--- src/rtl/scoreboard_hazard_unit.sv ---
// Decode-side hazard unit: a per-register scoreboard tracks pending writers and a
// reservation wheel tracks the single register-file write port for fixed-latency producers.
module scoreboard_hazard_unit #(
    parameter int REGISTER_WIDTH = 5,
    parameter int MAX_LAT        = 8,
    parameter int LAT_W          = $clog2(MAX_LAT + 1),
    parameter int FWD_EN         = 1,
    localparam int NUM_REGS      = 2 ** REGISTER_WIDTH
) (
    input  logic                      clk_i,
    input  logic                      rst_ni,
    input  logic                      dec_valid_i,
    input  logic                      dec_rs1_needed_i,
    input  logic [REGISTER_WIDTH-1:0] dec_rs1_i,
    input  logic                      dec_rs2_needed_i,
    input  logic [REGISTER_WIDTH-1:0] dec_rs2_i,
    input  logic                      dec_rd_wr_en_i,
    input  logic [REGISTER_WIDTH-1:0] dec_rd_i,
    input  logic [LAT_W-1:0]          dec_latency_i,
    input  logic                      rob_is_full_i,
    input  logic                      ex_backpressure_i,
    input  logic                      flush_i,
    input  logic                      var_wb_req_i,
    input  logic [REGISTER_WIDTH-1:0] var_wb_reg_i,
    output logic                      issue_o,
    output logic                      stall_decode_o,
    output logic                      stall_fetch_o,
    output logic                      raw_stall_o,
    output logic                      waw_stall_o,
    output logic                      wb_conflict_o,
    output logic                      var_wb_stall_o,
    output logic [NUM_REGS-1:0]       busy_regs_o
);

    localparam bit FwdEn = (FWD_EN != 0);

    logic [NUM_REGS-1:0] busy_q, busy_d;
    logic [NUM_REGS-1:0] var_q, var_d;
    logic [LAT_W-1:0]    rem_q [NUM_REGS];
    logic [LAT_W-1:0]    rem_d [NUM_REGS];
    logic [MAX_LAT:0]    wheel_q, wheel_d;
    logic [MAX_LAT:0]    lat_hit;

    logic raw1, raw2, raw_any, waw, wb_conflict, stall, issue;
    logic alloc, alloc_fixed, alloc_var, var_wb_deny, var_wb_grant;
    logic [LAT_W-1:0] lat_m1;

    // A fixed producer with rem==0 is writing back now; with a bypass the consumer can take it.
    assign raw1 = dec_valid_i & dec_rs1_needed_i & (dec_rs1_i != '0) & busy_q[dec_rs1_i]
                & ~(FwdEn & ~var_q[dec_rs1_i] & (rem_q[dec_rs1_i] == '0));
    assign raw2 = dec_valid_i & dec_rs2_needed_i & (dec_rs2_i != '0) & busy_q[dec_rs2_i]
                & ~(FwdEn & ~var_q[dec_rs2_i] & (rem_q[dec_rs2_i] == '0));
    assign raw_any = raw1 | raw2;

    assign waw = dec_valid_i & dec_rd_wr_en_i & (dec_rd_i != '0) & busy_q[dec_rd_i];

    genvar gi;
    generate
        for (gi = 0; gi <= MAX_LAT; gi++) begin : g_lat_hit
            assign lat_hit[gi] = (dec_latency_i == LAT_W'(gi));
        end
    endgenerate

    assign wb_conflict = dec_valid_i & dec_rd_wr_en_i & (dec_latency_i != '0)
                       & (|(wheel_q & lat_hit));

    assign stall = dec_valid_i & (rob_is_full_i | ex_backpressure_i | raw_any | waw | wb_conflict);
    assign issue = dec_valid_i & ~stall & ~flush_i;

    assign alloc       = issue & dec_rd_wr_en_i & (dec_rd_i != '0);
    assign alloc_fixed = alloc & (dec_latency_i != '0);
    assign alloc_var   = alloc & (dec_latency_i == '0);
    assign lat_m1      = dec_latency_i - LAT_W'(1);

    // Fixed writebacks own the port; a colliding variable writeback retries next cycle.
    assign var_wb_deny  = var_wb_req_i & wheel_q[0];
    assign var_wb_grant = var_wb_req_i & ~wheel_q[0];

    generate
        for (gi = 0; gi <= MAX_LAT; gi++) begin : g_wheel
            if (gi < MAX_LAT) begin : g_shift
                assign wheel_d[gi] = wheel_q[gi+1]
                                   | (alloc_fixed & (dec_latency_i == LAT_W'(gi + 1)));
            end else begin : g_top
                assign wheel_d[gi] = 1'b0;
            end
        end
    endgenerate

    generate
        for (gi = 0; gi < NUM_REGS; gi++) begin : g_reg
            logic set_fix, set_var, fix_done, var_done, counting;

            assign set_fix  = alloc_fixed & (dec_rd_i == REGISTER_WIDTH'(gi));
            assign set_var  = alloc_var & (dec_rd_i == REGISTER_WIDTH'(gi));
            assign fix_done = busy_q[gi] & ~var_q[gi] & (rem_q[gi] == '0);
            assign var_done = busy_q[gi] & var_q[gi] & var_wb_grant
                            & (var_wb_reg_i == REGISTER_WIDTH'(gi));
            assign counting = busy_q[gi] & ~var_q[gi] & (rem_q[gi] != '0);

            // A new allocation overrides any completion on the same register.
            assign busy_d[gi] = set_fix | set_var | (busy_q[gi] & ~fix_done & ~var_done);
            assign var_d[gi]  = set_var | (~set_fix & busy_q[gi] & var_q[gi] & ~var_done);
            assign rem_d[gi]  = set_fix  ? lat_m1 :
                                set_var  ? '0 :
                                counting ? rem_q[gi] - LAT_W'(1) : rem_q[gi];
        end
    endgenerate

    always_ff @(posedge clk_i or negedge rst_ni) begin
        if (!rst_ni) begin
            busy_q  <= '0;
            var_q   <= '0;
            wheel_q <= '0;
            for (int r = 0; r < NUM_REGS; r++) begin
                rem_q[r] <= '0;
            end
        end else begin
            busy_q  <= busy_d;
            var_q   <= var_d;
            wheel_q <= wheel_d;
            for (int r = 0; r < NUM_REGS; r++) begin
                rem_q[r] <= rem_d[r];
            end
        end
    end

    // Outputs are forced low while reset is asserted, even with a valid decode slot.
    assign issue_o        = rst_ni & issue;
    assign stall_decode_o = rst_ni & stall;
    assign stall_fetch_o  = rst_ni & stall;
    assign raw_stall_o    = rst_ni & raw_any;
    assign waw_stall_o    = rst_ni & waw;
    assign wb_conflict_o  = rst_ni & wb_conflict;
    assign var_wb_stall_o = rst_ni & var_wb_deny;
    assign busy_regs_o    = busy_q;

    assert property (@(posedge clk_i) disable iff (!rst_ni)
                     dec_valid_i |-> (dec_latency_i <= LAT_W'(MAX_LAT)));

endmodule
--- config.mk ---
export PLATFORM = sky130hd
export DESIGN_NAME = scoreboard_hazard_unit
export DESIGN_NICKNAME = d
export VERILOG_FILES = /design/src/rtl/scoreboard_hazard_unit.sv
export SDC_FILE = /design/constraint.sdc
export NUM_CORES = 1
export LEC_CHECK = 0
export CAP_MARGIN = 20
export CORE_MARGIN = 2
export CORE_UTILIZATION = 41
export CTS_BUF_LIST = sky130_fd_sc_hd__clkbuf_2 sky130_fd_sc_hd__clkbuf_4 sky130_fd_sc_hd__clkbuf_8
export DETAILED_ROUTE_END_ITERATION = 6
export GPL_TIMING_DRIVEN = 0
export PLACE_DENSITY = 0.58
export SLEW_MARGIN = 20
export SYNTH_ARGS = -nofsm -noshare
export SYNTH_HDL_FRONTEND = slang
export SYNTH_SLANG_ARGS = --single-unit
--- constraint.sdc ---
create_clock -name clk_i -period 3 [get_ports clk_i]
set_input_delay 0.45 -clock clk_i [delete_from_list [all_inputs] [get_ports clk_i]]
set_output_delay 0.45 -clock clk_i [all_outputs]
set_load 0.05 [all_outputs]
==> results of run 1 <==
[metal layers]
| layer | share of wire | vias to the layer above | wire length (µm) |
|---|---|---|---|
| li1 | - | 5663 | - |
| met1 | 0.43 | 6318 | 21300 |
| met2 | 0.45 | 583 | 22300 |
| met3 | 0.079 | 121 | 3940 |
| met4 | 0.042 | 0 | 2070 |
| met5 | 0 | - | 0 |
[cells by family (layout without fill, tap and decap cells)]
group                    count (synthesis)  after routing  synth area share
AND/OR/NAND/NOR                        548            548             0.231
AO/OA/AOI/OAI                          350            350             0.170
XOR/XNOR                                33             33            0.0217
flip-flops                             200            200             0.375
adder cells (fa/ha/maj)                 40             40            0.0375
buffers and inverters                  138            310            0.0440
multiplexers                           129            129             0.120
[sequential cells by signal (all words and copies together) (netlist names)]
signal / cells
rem_q: 128
busy_regs_o: 32
var_q: 32
wheel_q: 8
[worst min-delay path by stage]
stage / start / to / depth (start not counted)
global placement: wheel_q[2] / wheel_q[1] / 1
detailed placement: rst_ni / rem_q[110] / 1
finish: dec_latency_i[2] / wheel_q[3] / 2
floorplan: rst_ni / busy_regs_o[0] / 0
CTS: dec_latency_i[2] / wheel_q[3] / 2
global route: dec_latency_i[2] / wheel_q[3] / 2
[layout make-up]
class                           count  area (µm²)  share of cell area
Inverter                           73         274              0.0162
Clock inverter                     12         114             0.00672
Buffer                             63         576              0.0340
Multi-Input combinational cell   1100        8540               0.504
Clock buffer                       20         269              0.0159
Timing Repair Buffer              142        1580              0.0931
Tap cell                          442         553              0.0326
Sequential cell                   200        5040               0.298
[power by group through the flow]
| stage | registers, mW | logic [mW] | clock network (mW) |
|---|---|---|---|
| global placement | 3.84 | 2.23 | 0 |
| finish | 3.85 | 2.54 | 1.80 |
| global route | 3.93 | 2.84 | 1.94 |
| CTS | 3.81 | 2.42 | 1.84 |
| detailed placement | 3.84 | 2.32 | 0 |
| floorplan | 3.76 | 1.62 | 0 |
[cells in the mapped netlist, drive strengths merged (4+ instances only)]
library cell,n
o31a,7
o211a,4
o31ai,8
a211oi,22
nor3,65
nor3b,28
nand3b,8
o2bb2ai,4
buf,31
a221oi,8
or3,9
nand2,135
dfrtp,200
nor2,79
xnor2,32
mux4,21
mux2i,93
nand4,8
o211ai,4
a21oi,68
a311oi,14
or4,4
nand3,80
nand2b,18
o21ai,76
nor2b,32
clkbuf,34
a21boi,19
a21o,10
a31o,5
a31oi,65
and2,20
nor4b,16
a22oi,9
and3,18
nor4,20
o21a,5
inv,73
a41o,4
mux2,15
ha,40
[timing repair]
action / CTS / global route
hold buffers: 4 / 0
cloned: 1 / 7
endpoints found under the hold margin: 34 / 0
gates resized for setup: 174 / 149
pin swaps: 30 / 31
setup buffers: 44 / 22
setup endpoints to repair: 200 / 199
==> load_flow_metrics.sql, run 1 <==
INSERT INTO impl_metrics (metric_group, metric, value, unit) VALUES
('cts', 'cts_buffer_depth', '2', ''),
('timing', 'post-route-worst-setup-slack', '-0.847', 'ns'),
('setup_path', 'path_cells', 'buf_2, buf_4, buf_6, nor4b_1, a22oi_1, a22oi_1, a21oi_1, nor3_1, o211ai_1, buf_6, buf_12, and2_4, buf_8', ''),
('setup_path', 'worst_path_largest_cell_delay', '0.40', 'ns'),
('detailed_routing', 'detail_route.vias_per_cell', '6.18', ''),
('pwr', 'total_power', '8.18', 'mW'),
('synth', 'synth-edff-count', '0', ''),
('synth', 'ys_seq_elements', '200', ''),
('pwr', 'pwr-share-comb', '0.310', ''),
('timing', 'peak_freq', '260', 'MHz'),
('detailed_routing', 'route.detailed.drc', '0', ''),
('die', 'core_region_area', '0.0323', 'mm²'),
('cts', 'numCtsBuffers', '17', ''),
('setup_path', 'crit_fanout', '10', ''),
('global_routing', 'globalRoute.busiestLayer', 'met2', ''),
('pwr', 'share_seq_of_total_power', '0.470', ''),
('placed_design', 'post-place-cells', '1946', ''),
('placed_design', 'gpl.final_weighted_congestion', '0.948', ''),
('synth', 'synthesized_cell_area', '0.0133', 'mm²'),
('placed_design', 'io_buffers', '64', ''),
('synth', 'ys.warnings.count', '0', ''),
('setup_path', 'worstPathBufferInverterCount', '6', ''),
('die', 'die_width', '184', 'µm'),
('synth', 'syn_inst', '1438', ''),
('timing', 'relSlewSlack', '0.153', ''),
('final_layout', 'diodes', '0', ''),
('cts', 'clock_pin_transition_on_the_worst_setup_and_hold_timing_paths', '0.11', 'ns'),
('die', 'top_level_ports', '73', ''),
('synth', 'cell_taking_the_most_area_after_synthesis', 'sky130_fd_sc_hd__dfrtp_1', ''),
('synth', 'synth_top_area_frac', '0.375', ''),
('cts', 'maximum_level_of_the_cts_h_tree', '4', ''),
('global_routing', 'global_route.usage.met1', '0.398', ''),
('global_routing', 'grt_pass1_wl', '73.2', 'mm'),
('final_layout', 'instances_no_fill', '2052', ''),
('global_routing', 'met3_usage_in_global_routing', '0.0514', ''),
('setup_path', 'critPathSlowestCell', 'sky130_fd_sc_hd__nor3_1', ''),
('synth', 'synth_flop_cell', 'sky130_fd_sc_hd__dfrtp_1', ''),
('worst_hold_path', 'worst_hold_path_type', 'input pin to flip-flop', ''),
('global_routing', 'grt_max_degree', '79', ''),
('outcome', 'violations', 'setup timing', ''),
('pwr', 'sw_frac_of_total', '0.383', ''),
('setup_path', 'critical_path_required', '2.55', 'ns'),
('pwr', 'switchingPower', '3.13', 'mW'),
('synth', 'asyncSetResetFlopFracSynth', '1.00', ''),
('final_layout', 'area_growth_syn_to_layout', '27.0', '%'),
('final_layout', 'num-fill-cells', '2959', ''),
('die', 'dieArea', '0.0340', 'mm²'),
('detailed_routing', 'wire_per_inst', '24.2', 'µm'),
('synth', 'synth_area_leaders', 'sky130_fd_sc_hd__dfrtp_1 (38%), sky130_fd_sc_hd__mux2i_1 (7.0%), sky130_fd_sc_hd__nand2_1 (3.8%)', ''),
('placed_design', 'preCtsSetupSlack', '-2.14', 'ns'),
('outcome', 'status', 'complete, but fails checks', ''),
('final_layout', 'postLayoutCellArea', '0.0169', 'mm²'),
('placed_design', 'dp_hpwl', '34.0', 'mm'),
('flow_run', 'cap_viol_max_count', '0', ''),
('pwr', 'pwr-share-clk', '0.220', ''),
('setup_path', 'cp.arrival', '3.40', 'ns'),
('detailed_routing', 'dr.first_iter.drc_count', '1471', ''),
('detailed_routing', 'dr_total_vias', '12700', ''),
('global_routing', 'all_layer_gr_usage', '0.290', ''),
('final_layout', 'final_util', '0.525', ''),
('setup_path', 'critPathLaunchType', 'input pin', ''),
('timing', 'report.final.hold_viol_count', '0', ''),
('global_routing', 'first_global_vias', '12000', ''),
('timing', 'rsz0062_at_grt', 'true', ''),
('cts', 'cts_root_buf', 'sky130_fd_sc_hd__clkbuf_8', ''),
('timing', 'number_of_setup_violations_in_the_final_report', '197', ''),
('setup_path', 'r2r-start', 'rem_q[10]', ''),
('setup_path', 'timing_worst_setup_path_type', 'input pin to output pin', ''),
('detailed_routing', 'ant_nets', '0', ''),
('detailed_routing', 'routed_wirelength', '49.6', 'mm'),
('timing', 'final_min_period_over_clock_period', '1.28', '');
Note: power is estimated with default switching activity, not from simulation.
==> run 2: changes to the inputs <==
--- a/config.mk
+++ b/config.mk
@@ -5,13 +5,13 @@
 export SDC_FILE = /design/constraint.sdc
 export NUM_CORES = 1
 export LEC_CHECK = 0
-export CAP_MARGIN = 20
 export CORE_MARGIN = 2
-export CORE_UTILIZATION = 41
+export CORE_UTILIZATION = 57
 export CTS_BUF_LIST = sky130_fd_sc_hd__clkbuf_2 sky130_fd_sc_hd__clkbuf_4 sky130_fd_sc_hd__clkbuf_8
+export CTS_CLUSTER_SIZE = 16
 export DETAILED_ROUTE_END_ITERATION = 6
 export GPL_TIMING_DRIVEN = 0
-export PLACE_DENSITY = 0.58
+export PLACE_DENSITY = 0.78
 export SLEW_MARGIN = 20
 export SYNTH_ARGS = -nofsm -noshare
 export SYNTH_HDL_FRONTEND = slang
==> load_flow_metrics.sql, run 2 (synthesis results as in run 1) <==
INSERT INTO impl_metrics (metric_group, metric, value, unit) VALUES
('outcome', 'status', 'complete, but fails checks', ''),
('outcome', 'violations', 'DRC, setup timing', ''),
('global_routing', 'antenna_found_initial', '0', ''),
('detailed_routing', 'dr.first_iter.drc_count', '1830', ''),
('global_routing', 'grt_pass1_wl', '71.0', 'mm'),
('global_routing', 'globalRoute.busiestLayer', 'met2', ''),
('die', 'top_level_ports', '73', ''),
('pwr', 'leakage', '7.09', 'nW'),
('cts', 'cts_root_buf', 'sky130_fd_sc_hd__clkbuf_8', ''),
('detailed_routing', 'drt-pass1-iter-count', '7', ''),
('setup_path', 'cp.arrival', '3.28', 'ns'),
('timing', 'final_max_slew_viol_count', '0', ''),
('die', 'initial_core_util', '0.585', ''),
('die', 'dieArea', '0.0246', 'mm²'),
('global_routing', 'all_layer_gr_usage', '0.383', ''),
('timing', 'post-route-worst-setup-slack', '-0.730', 'ns'),
('final_layout', 'largest_register', 'rem_q', ''),
('die', 'placement_rows', '55', ''),
('final_layout', 'diodes', '0', ''),
('timing', 'timing.final.crit_period', '3.73', 'ns'),
('setup_path', 'critPathLaunchType', 'flip-flop', ''),
('timing', 'timing.clock.skew', '0.0253', 'ns'),
('setup_path', 'setup.worst_path.end_class', 'output pin', ''),
('final_layout', 'fin_nets', '1690', ''),
('setup_path', 'critical_path_required', '2.55', 'ns'),
('pwr', 'power_per_cell_area', '493', 'mW/mm²'),
('final_layout', 'area_occupied_by_multi_input_gates', '0.00849', 'mm²'),
('timing', 'fin_worst_hold_slack', '0.452', 'ns'),
('die', 'die_width', '157', 'µm'),
('detailed_routing', 'dr_total_vias', '13200', ''),
('setup_path', 'endpoint', 'issue_o', ''),
('die', 'die_h', '157', 'µm'),
('timing', 'rsz0062_at_grt', 'true', ''),
('detailed_routing', 'routed_wirelength', '47.3', 'mm'),
('flow_run', 'cap_viol_max_count', '0', ''),
('final_layout', 'final_util', '0.741', ''),
('timing', 'relSlewSlack', '0.156', ''),
('detailed_routing', 'route.detailed.drc', '1', ''),
('placed_design', 'preCtsSetupSlack', '-2.01', 'ns'),
('timing', 'peak_freq', '268', 'MHz'),
('setup_path', 'timing_worst_setup_path_type', 'flip-flop to output pin', ''),
('global_routing', 'global_route.usage.met2', '0.567', ''),
('cts', 'numCtsBuffers', '17', ''),
('setup_path', 'timing_startpoint_of_the_critical_path', 'rem_q[100]', ''),
('final_layout', 'area_growth_syn_to_layout', '26.5', '%'),
('global_routing', 'global_route.usage.met1', '0.497', ''),
('setup_path', 'r2r-start', 'busy_regs_o[13]', ''),
('timing', 'final_min_period_over_clock_period', '1.24', ''),
('final_layout', 'layout.cells.most_common', 'sky130_fd_sc_hd__dfrtp_1', ''),
('cts', 'cts_buffer_depth', '2', ''),
('final_layout', 'ff_latch_area', '0.00504', 'mm²'),
('worst_hold_path', 'worst_hold_path_type', 'input pin to flip-flop', ''),
('pwr', 'total_power', '8.32', 'mW'),
('global_routing', 'remaining_global_route_overflow', '0', ''),
('die', 'core_region_area', '0.0228', 'mm²'),
('final_layout', 'num-fill-cells', '1603', ''),
('global_routing', 'grt_max_degree', '80', ''),
('cts', 'clock_pin_transition_on_the_worst_setup_and_hold_timing_paths', '0.11', 'ns'),
('cts', 'clk_latency', '0.50', 'ns'),
('setup_path', 'timing.reg2reg.setup_slack', '-0.45', 'ns'),
('placed_design', 'io_buffers', '64', ''),
('detailed_routing', 'detail_route.vias_per_cell', '6.77', ''),
('final_layout', 'post_route_cells_drive_above_1_share', '0.227', ''),
('placed_design', 'dp_hpwl', '31.7', 'mm'),
('detailed_routing', 'ant_nets', '0', ''),
('timing', 'timing_worst_slew_pin_value', '1.27', 'ns'),
('pwr', 'vdd.ir_drop.worst', '0.393', 'mV'),
('final_layout', 'largest_register_ffs', '128', ''),
('final_layout', 'most_frequent_cells_in_the_layout', 'sky130_fd_sc_hd__dfrtp_1 (171), sky130_fd_sc_hd__nand2_1 (130), sky130_fd_sc_hd__mux2i_1 (93)', ''),
('cts', 'tritoncts', 'built', ''),
('setup_path', 'worst_r2r_path_depth', '12', ''),
('cts', 'clock-sinks', '200', ''),
('setup_path', 'r2r_end', 'rem_q[111]', ''),
('timing', 'report.final.hold_viol_count', '0', ''),
('timing', 'number_of_setup_violations_in_the_final_report', '194', ''),
('detailed_routing', 'wire_per_inst', '24.4', 'µm'),
('global_routing', 'first_global_vias', '12600', ''),
('setup_path', 'crit_fanout', '4', ''),
('placed_design', 'gpl.final_weighted_congestion', '1.00', ''),
('cts', 'maximum_level_of_the_cts_h_tree', '4', ''),
('global_routing', 'met3_usage_in_global_routing', '0.120', '');
[run 2: how the worst min path moves through the flow]
stage / from / endpoint / slack [ns] / cells past startpoint
6_report: dec_latency_i[2] / wheel_q[3] / 0.45 / 2
5_1_grt: dec_latency_i[2] / wheel_q[3] / 0.49 / 2
4_1_cts: dec_latency_i[2] / wheel_q[3] / 0.44 / 2
3_5_place_dp: rst_ni / rem_q[120] / 0.43 / 1
3_3_place_gp: wheel_q[2] / wheel_q[1] / 0.45 / 1
2_1_floorplan: rst_ni / busy_regs_o[0] / 0.15 / 0
[run 2: area by class of cell]
cell class,count,share of cell area
Buffer,64,0.0359
Sequential cell,200,0.299
Timing Repair Buffer,160,0.0981
Tap cell,313,0.0232
Inverter,73,0.0162
Clock buffer,21,0.0164
Clock inverter,11,0.00808
Multi-Input combinational cell,1100,0.503
[run 2: per-stage QoR]
step	TNS [ns]	area (µm²)	cells
after floorplan	-0.221	13500	1438
after global routing	-55.70	16900	1942
final	-52.70	16900	1942
after detailed placement	-191.82	14600	1817
after CTS	-29.36	16400	1920
after global placement	-1707.06	14500	1815
[run 2: what timing repair did]
item / in CTS / in global routing
buffers inserted: 65 / 19
setup endpoints to repair: 200 / 200
hold buffers: 2 / 0
pin swaps: 45 / 17
gates cloned: 5 / 4
gates resized for setup: 217 / 64
endpoints found under the hold margin: 61 / 0
[run 2: per-layer routing]
metal / routed length, µm / part of all wire / vias to the layer above
li1: - / - / 5682
met1: 17700 / 0.37 / 6309
met2: 20700 / 0.44 / 919
met3: 6000 / 0.13 / 244
met4: 2920 / 0.062 / 0
met5: 0 / 0 / -
[run 2: worst max-delay path, cell delays in order (launching register included)]
cell	delay, ns
sky130_fd_sc_hd__dfrtp_1	0.42
sky130_fd_sc_hd__nor3_1	0.36
sky130_fd_sc_hd__nor3b_2	0.26
sky130_fd_sc_hd__mux2i_1	0.12
sky130_fd_sc_hd__mux4_2	0.47
sky130_fd_sc_hd__o211ai_1	0.24
sky130_fd_sc_hd__o211a_1	0.20
sky130_fd_sc_hd__buf_6	0.12
sky130_fd_sc_hd__clkbuf_16	0.14
sky130_fd_sc_hd__nand2_4	0.05
sky130_fd_sc_hd__nor3_4	0.20
sky130_fd_sc_hd__buf_6	0.20
[run 2: where the power goes]
group	switching, mW	internal [mW]
Combinational	1.43	1.13
Clock	1.08	0.821
Sequential	0.661	3.20
==> run 3: changes to the inputs <==
--- a/config.mk
+++ b/config.mk
@@ -5,7 +5,8 @@
 export SDC_FILE = /design/constraint.sdc
 export NUM_CORES = 1
 export LEC_CHECK = 0
-export CORE_MARGIN = 2
+export CORE_ASPECT_RATIO = 1.1
+export CORE_MARGIN = 5
 export CORE_UTILIZATION = 57
 export CTS_BUF_LIST = sky130_fd_sc_hd__clkbuf_2 sky130_fd_sc_hd__clkbuf_4 sky130_fd_sc_hd__clkbuf_8
 export CTS_CLUSTER_SIZE = 16
==> load_flow_metrics.sql, run 3 (synthesis results as in run 1) <==
INSERT INTO impl_metrics (metric_group, metric, value, unit) VALUES
('worst_hold_path', 'worst_hold_path_type', 'input pin to async pin', ''),
('cts', 'clk_latency', '0.49', 'ns'),
('setup_path', 'timing_worst_setup_path_type', 'flip-flop to output pin', ''),
('detailed_routing', 'detail_route.vias_per_cell', '6.91', ''),
('timing', 'report.final.hold_viol_count', '0', ''),
('placed_design', 'dp_hpwl', '32.5', 'mm'),
('global_routing', 'all_layer_gr_usage', '0.348', ''),
('cts', 'clock_pin_transition_on_the_worst_setup_and_hold_timing_paths', '0.12', 'ns'),
('final_layout', 'post_route_cells_drive_above_1_share', '0.225', ''),
('timing', 'relSlewSlack', '0.261', ''),
('cts', 'cts_buffer_depth', '2', ''),
('die', 'initial_core_util', '0.581', ''),
('cts', 'numCtsBuffers', '17', ''),
('setup_path', 'critPathLaunchType', 'flip-flop', ''),
('pwr', 'vdd.ir_drop.worst', '0.269', 'mV'),
('setup_path', 'cp.arrival', '3.23', 'ns'),
('final_layout', 'instances_no_fill', '1912', ''),
('detailed_routing', 'wire_per_inst', '25.0', 'µm'),
('final_layout', 'most_frequent_cells_in_the_layout', 'sky130_fd_sc_hd__dfrtp_1 (172), sky130_fd_sc_hd__nand2_1 (130), sky130_fd_sc_hd__mux2i_1 (91)', ''),
('final_layout', 'fin_nets', '1673', ''),
('pwr', 'total_power', '8.21', 'mW'),
('placed_design', 'post-place-cells', '1804', ''),
('global_routing', 'remaining_global_route_overflow', '0', ''),
('detailed_routing', 'dr.first_iter.drc_count', '2099', ''),
('detailed_routing', 'route.detailed.drc', '6', ''),
('die', 'core_region_area', '0.0229', 'mm²'),
('final_layout', 'area_growth_syn_to_layout', '24.6', '%'),
('die', 'dieArea', '0.0266', 'mm²'),
('detailed_routing', 'ant_nets', '0', ''),
('placed_design', 'io_buffers', '64', ''),
('timing', 'post-route-worst-setup-slack', '-0.676', 'ns'),
('timing', 'rsz0062_at_grt', 'true', ''),
('outcome', 'status', 'complete, but fails checks', ''),
('timing', 'number_of_setup_violations_in_the_final_report', '188', ''),
('timing', 'timing.final.crit_period', '3.68', 'ns'),
('flow_run', 'cap_viol_max_count', '0', ''),
('die', 'top_level_ports', '73', ''),
('timing', 'timing.clock.skew', '0.0175', 'ns'),
('timing', 'final_max_slew_viol_count', '0', ''),
('setup_path', 'setup.worst_path.end_class', 'output pin', ''),
('final_layout', 'diodes', '0', ''),
('detailed_routing', 'dr_total_vias', '13200', ''),
('final_layout', 'largest_register', 'rem_q', ''),
('timing', 'timing.setup.tns', '-36.82', 'ns'),
('pwr', 'leakage', '6.94', 'nW'),
('outcome', 'violations', 'DRC, setup timing', ''),
('placed_design', 'preCtsSetupSlack', '-2.02', 'ns'),
('global_routing', 'antenna_found_initial', '0', ''),
('setup_path', 'crit_fanout', '3', ''),
('global_routing', 'grt_pass1_wl', '71.1', 'mm'),
('die', 'die_h', '170', 'µm'),
('global_routing', 'grt_max_degree', '92', ''),
('final_layout', 'largest_register_ffs', '128', ''),
('pwr', 'power_per_cell_area', '495', 'mW/mm²'),
('die', 'placement_rows', '58', ''),
('cts', 'maximum_level_of_the_cts_h_tree', '4', ''),
('detailed_routing', 'routed_wirelength', '47.9', 'mm'),
('detailed_routing', 'drt-pass1-iter-count', '7', ''),
('setup_path', 'critical_path_required', '2.55', 'ns'),
('die', 'die_width', '156', 'µm'),
('cts', 'tritoncts', 'built', ''),
('global_routing', 'first_global_vias', '12500', ''),
('cts', 'cts_root_buf', 'sky130_fd_sc_hd__clkbuf_8', ''),
('placed_design', 'gpl.final_weighted_congestion', '1.07', ''),
('final_layout', 'layout.cells.most_common', 'sky130_fd_sc_hd__dfrtp_1', ''),
('final_layout', 'num-fill-cells', '1684', ''),
('cts', 'clock-sinks', '200', ''),
('timing', 'timing_worst_slew_pin_value', '1.11', 'ns'),
('timing', 'peak_freq', '272', 'MHz'),
('timing', 'final_min_period_over_clock_period', '1.23', '');
-- run 3: changes by cell type in the layout (fill, tap and decap cells not counted), sizes merged --
| cell | change |
|---|---|
| dlymetal6s2s | -2 |
| buf | -9 |
| bufbuf | -2 |
| dlygate4sd2 | +1 |
| clkinvlp | +1 |
| clkbuf | -6 |
| bufinv | -1 |
| clkdlybuf4s50 | +1 |
-- run 3: worst max-delay path, stage by stage, from the launching register on --
cell and delay [ns]:
sky130_fd_sc_hd__dfrtp_1 0.42, sky130_fd_sc_hd__or4_4 0.56, sky130_fd_sc_hd__nor3_2 0.12, sky130_fd_sc_hd__a31oi_1 0.06, sky130_fd_sc_hd__mux4_2 0.49, sky130_fd_sc_hd__o211ai_1 0.24, sky130_fd_sc_hd__o211a_1 0.20, sky130_fd_sc_hd__buf_6 0.11
sky130_fd_sc_hd__clkbuf_16 0.13, sky130_fd_sc_hd__nand2_4 0.04, sky130_fd_sc_hd__nor3_4 0.18, sky130_fd_sc_hd__buf_6 0.18
-- run 3: report_power, final --
part | internal, mW | total [mW] | switching, mW
Sequential | 3.20 | 3.84 | 0.641
Clock | 0.735 | 1.83 | 1.10
Combinational | 1.12 | 2.54 | 1.42
Total | 5.06 | 8.21 | 3.16
-- run 3: area by class of cell --
class / count / area (µm²) / area share
well taps: 300 / 375 / 0.0226
clock inverters: 11 / 111 / 0.00670
inverters: 73 / 274 / 0.0165
plain buffers: 64 / 577 / 0.0347
clock buffers: 21 / 277 / 0.0166
multi-input cells: 1100 / 8470 / 0.510
repair buffers: 143 / 1480 / 0.0893
flip-flops and latches: 200 / 5040 / 0.303
-- run 3: worst paths after layout --
| check | start | to | slack (ns) | cells after the start |
|---|---|---|---|---|
| max | rem_q[124] | issue_o | -0.68 | 11 |
| min | rst_ni | rem_q[56] | 0.43 | 2 |
| max reg2reg | busy_regs_o[13] | rem_q[111] | -0.38 | 12 |
| min reg2reg | wheel_q[3] | wheel_q[2] | 0.48 | 1 |
| max in group asynchronous | rst_ni | busy_regs_o[8] | 1.74 | 3 |
| min in group clk_i | dec_latency_i[2] | wheel_q[3] | 0.46 | 2 |
-- run 3: per-stage QoR --
stage               utilization  cell area [µm²]  hold slack, ns
floorplan                     -            13500           0.154
global placement          0.633            14500           0.454
detailed placement        0.635            14600           0.373
CTS                       0.697            16000           0.434
global route              0.724            16600           0.456
finish                    0.724            16600           0.426
-- run 3: repair_timing --
action / CTS / global route
pin swaps: 20 / 30
gates resized for setup: 191 / 113
cloned: 4 / 3
buffers inserted: 44 / 27
hold endpoints to repair: 43 / 0
hold buffers: 1 / 0
setup endpoints to repair: 200 / 196
-- run 3: routing by layer --
layer,up-vias,GRT usage,part of all wire
met3,274,0.0824,0.11
met2,918,0.541,0.45
met4,0,0.203,0.071
li1,5649,-,-
met1,6377,0.445,0.37
met5,-,0,0
==> edit (config.mk and constraints of run 2) <==
Reset style: synchronous (`rst_ni`), changed in one clocked block.
--- a/src/rtl/scoreboard_hazard_unit.sv
+++ b/src/rtl/scoreboard_hazard_unit.sv
@@ -107,7 +107,7 @@
         end
     endgenerate
 
-    always_ff @(posedge clk_i or negedge rst_ni) begin
+    always_ff @(posedge clk_i) begin
         if (!rst_ni) begin
             busy_q  <= '0;
             var_q   <= '0;
Function: changed (a bounded check fails within 4 cycles, from zero or initial values and one cycle with rst_ni low; the reset may be asserted at any time).
==> edit against run 2 <==
The flow finishes with violations (setup timing). Hold slack lost 0.055 ns. Wire length is 22% higher. Synthesized cell count is 11% higher. Non-clock buffer count shrank 20. Synthesized area down 2.2%. Cell area decreased by 7.2%. Setup slack improved by 0.041 ns. Sequential cell count unchanged. Critical path type is now in -> out. Maximum frequency is 1.1% higher. Die area shrank 2.1%.
Power is not compared: it rests on default switching activity, and its combinational part moved more than twofold at a synthesized area within 25%.
==> edit: results (changes against run 2) <==
yosys:
  syn-num-nets: 1674  # +11%
  ys_types: 77  # +10%
  synth_top_cells_by_count: "237 x nand2_1, 200 x dfxtp_1, 115 x nor2_1, 99 x a21oi_1, 90 x inv_1"
  avgSynthCellArea_um2: 8.148  # -12%
  yosysSeqAreaShare_pct: 30.69  # -6.8 points
  synthArstFlopShare_pct: 0  # -100 points
  yosys_warnings: 0  # unchanged
  synth_area_leaders: "dfxtp_1 31%, nand2_1 6.8%, mux2i_1 6.8%"
drt:
  drt_iter0_drc: 2387  # +30%
  via_count: 14320  # +8.8%
  drt-pass1-iter-count: 6  # -1
  post_drt_wl_per_cell_um: 28.45  # +17%
clock_network:
  cts_root_buf: "clkbuf_8"
  cts.reportedPaths.clkPinSlew_ns: 0.11  # about the same
  cts_hold_buf: 0  # -2
  cts_made_buffers: 17  # unchanged
  insertion_delay_ns: 0.52  # +0.02 ns
  cts_htree_levels: 4  # unchanged
  clk_path_buf_depth: 2  # unchanged
worst_hold_path:
  hold_depth: 3  # +1
  holdPathEnd: "wheel_q[7]$_SDFF_PN0_"
  hp-class: "in -> reg"
  hp-start: "dec_latency_i[3]"
place:
  dp_slack_ns: -2.401  # -0.3948 ns
  postPlaceCellArea_um2: 14170  # -2.9%
  dp_hpwl_um: 41240  # +30%
  portBuffers: 63  # -1.6%
  gp_congestion: 1.081  # +8.1%
  place_inst: 1949  # +7.3%
global_route:
  antenna_found_initial: 0  # unchanged
  grt_pass1_wl_um: 83440  # +18%
  grt_pass1_vias: 13230  # +5.1%
  grt_max_degree: 20  # -75%
  grt_usage_pct: 46.97  # +8.7 points
layout:
  n_fill_cell: 1872  # +17%
  regMostFlops: "rem_q"
  drive_above_1_share_pct: 18.37  # -4.3 points
  antenna_cells: 0  # unchanged
  finalNetCount: 1802  # +6.6%
  fin_cells: 2027  # +4.4%
critical_path:
  crit_path_top_delay_cell: "nor3b_1"
  rr_startpoint: "busy_regs_o[25]$_SDFF_PN0_"
  worst-path-max-fanout: 10  # +6
  crit_end: "issue_o"
  arrival_ns: 3.24  # -0.04 ns
  cp-startpoint: "dec_rs1_i[0]"
  reg2regPathDepth: 12  # unchanged
  cpPeakStageDelay_ns: 0.32  # -0.15 ns
  r2r_end: "var_q[15]$_SDFF_PN0_"
  r2r_slack_ns: -0.24  # +0.21 ns
sta:
  finClkSkew_ns: 0.02671  # +0.001429 ns
  tightest_slew_ns: 1.167  # -0.09942 ns
  setup_viol: 134  # -31%
  fin_ws_ns: -0.6888  # +0.04146 ns
  hold-worst-slack_ns: 0.3973  # -0.05520 ns
  fin_setup_tns_ns: -13.74  # +38.97 ns
status:
  status: "complete, but fails checks"
  violations: "setup timing"
power:
  switchingPower_w: 0.001746
  power.leakage_nw: 5.735
-- edit: power groups by stage --
stage	sequential (W)	clock (W)	combinational, W
floorplan	0.00272	0	0.000355
CTS	0.00265	0.00177	0.000737
global route	0.00264	0.00188	0.000826
detailed placement	0.00272	0	0.000674
finish	0.00264	0.00181	0.000832
global placement	0.00272	0	0.000672
-- edit: cells by family after synthesis --
group	count (synthesis)	share of synthesized area, %
buf+inv	187	5.985
mux	121	11.64
simple gates	635	23.65
compound gates	352	19.79
fa+ha+maj	39	3.741
xor+xnor	67	4.498
flops	200	30.69
-- edit: area by class of cell --
cell class	instances	area (um^2)	area share (%)
multi-input combinational	1214	8656	55.30
clock buffer	19	255.2	1.631
tap	285	356.6	2.278
inverter	92	346.6	2.214
timing repair buffer	111	1044	6.667
clock inverter	13	130.1	0.8314
sequential	200	4103	26.21
buffer	93	760.7	4.860
-- edit: repair_timing --
item,in CTS,in global routing
endpoints found under the hold margin,0,0
buffers inserted,38,11
gates cloned,0,2
pin swaps,24,21
gates resized for setup,164,105
setup endpoints to repair,201,189
-- edit: routing by layer --
metal / GRT usage (%) / vias to the layer above / wire, um
li1: - / 6087 / -
met5: 0 / - / 56
met1: 60.49 / 6770 / 21730
met4: 27.00 / 2 / 4137
met2: 69.42 / 1151 / 23980
met3: 14.99 / 308 / 7777
-- edit: critical path: cells and delay by family --
family                 cells  cell delay [ns]
AND/OR/NAND/NOR            6             1.22
AO/OA/AOI/OAI              2             0.41
buffers and inverters      6             1.12
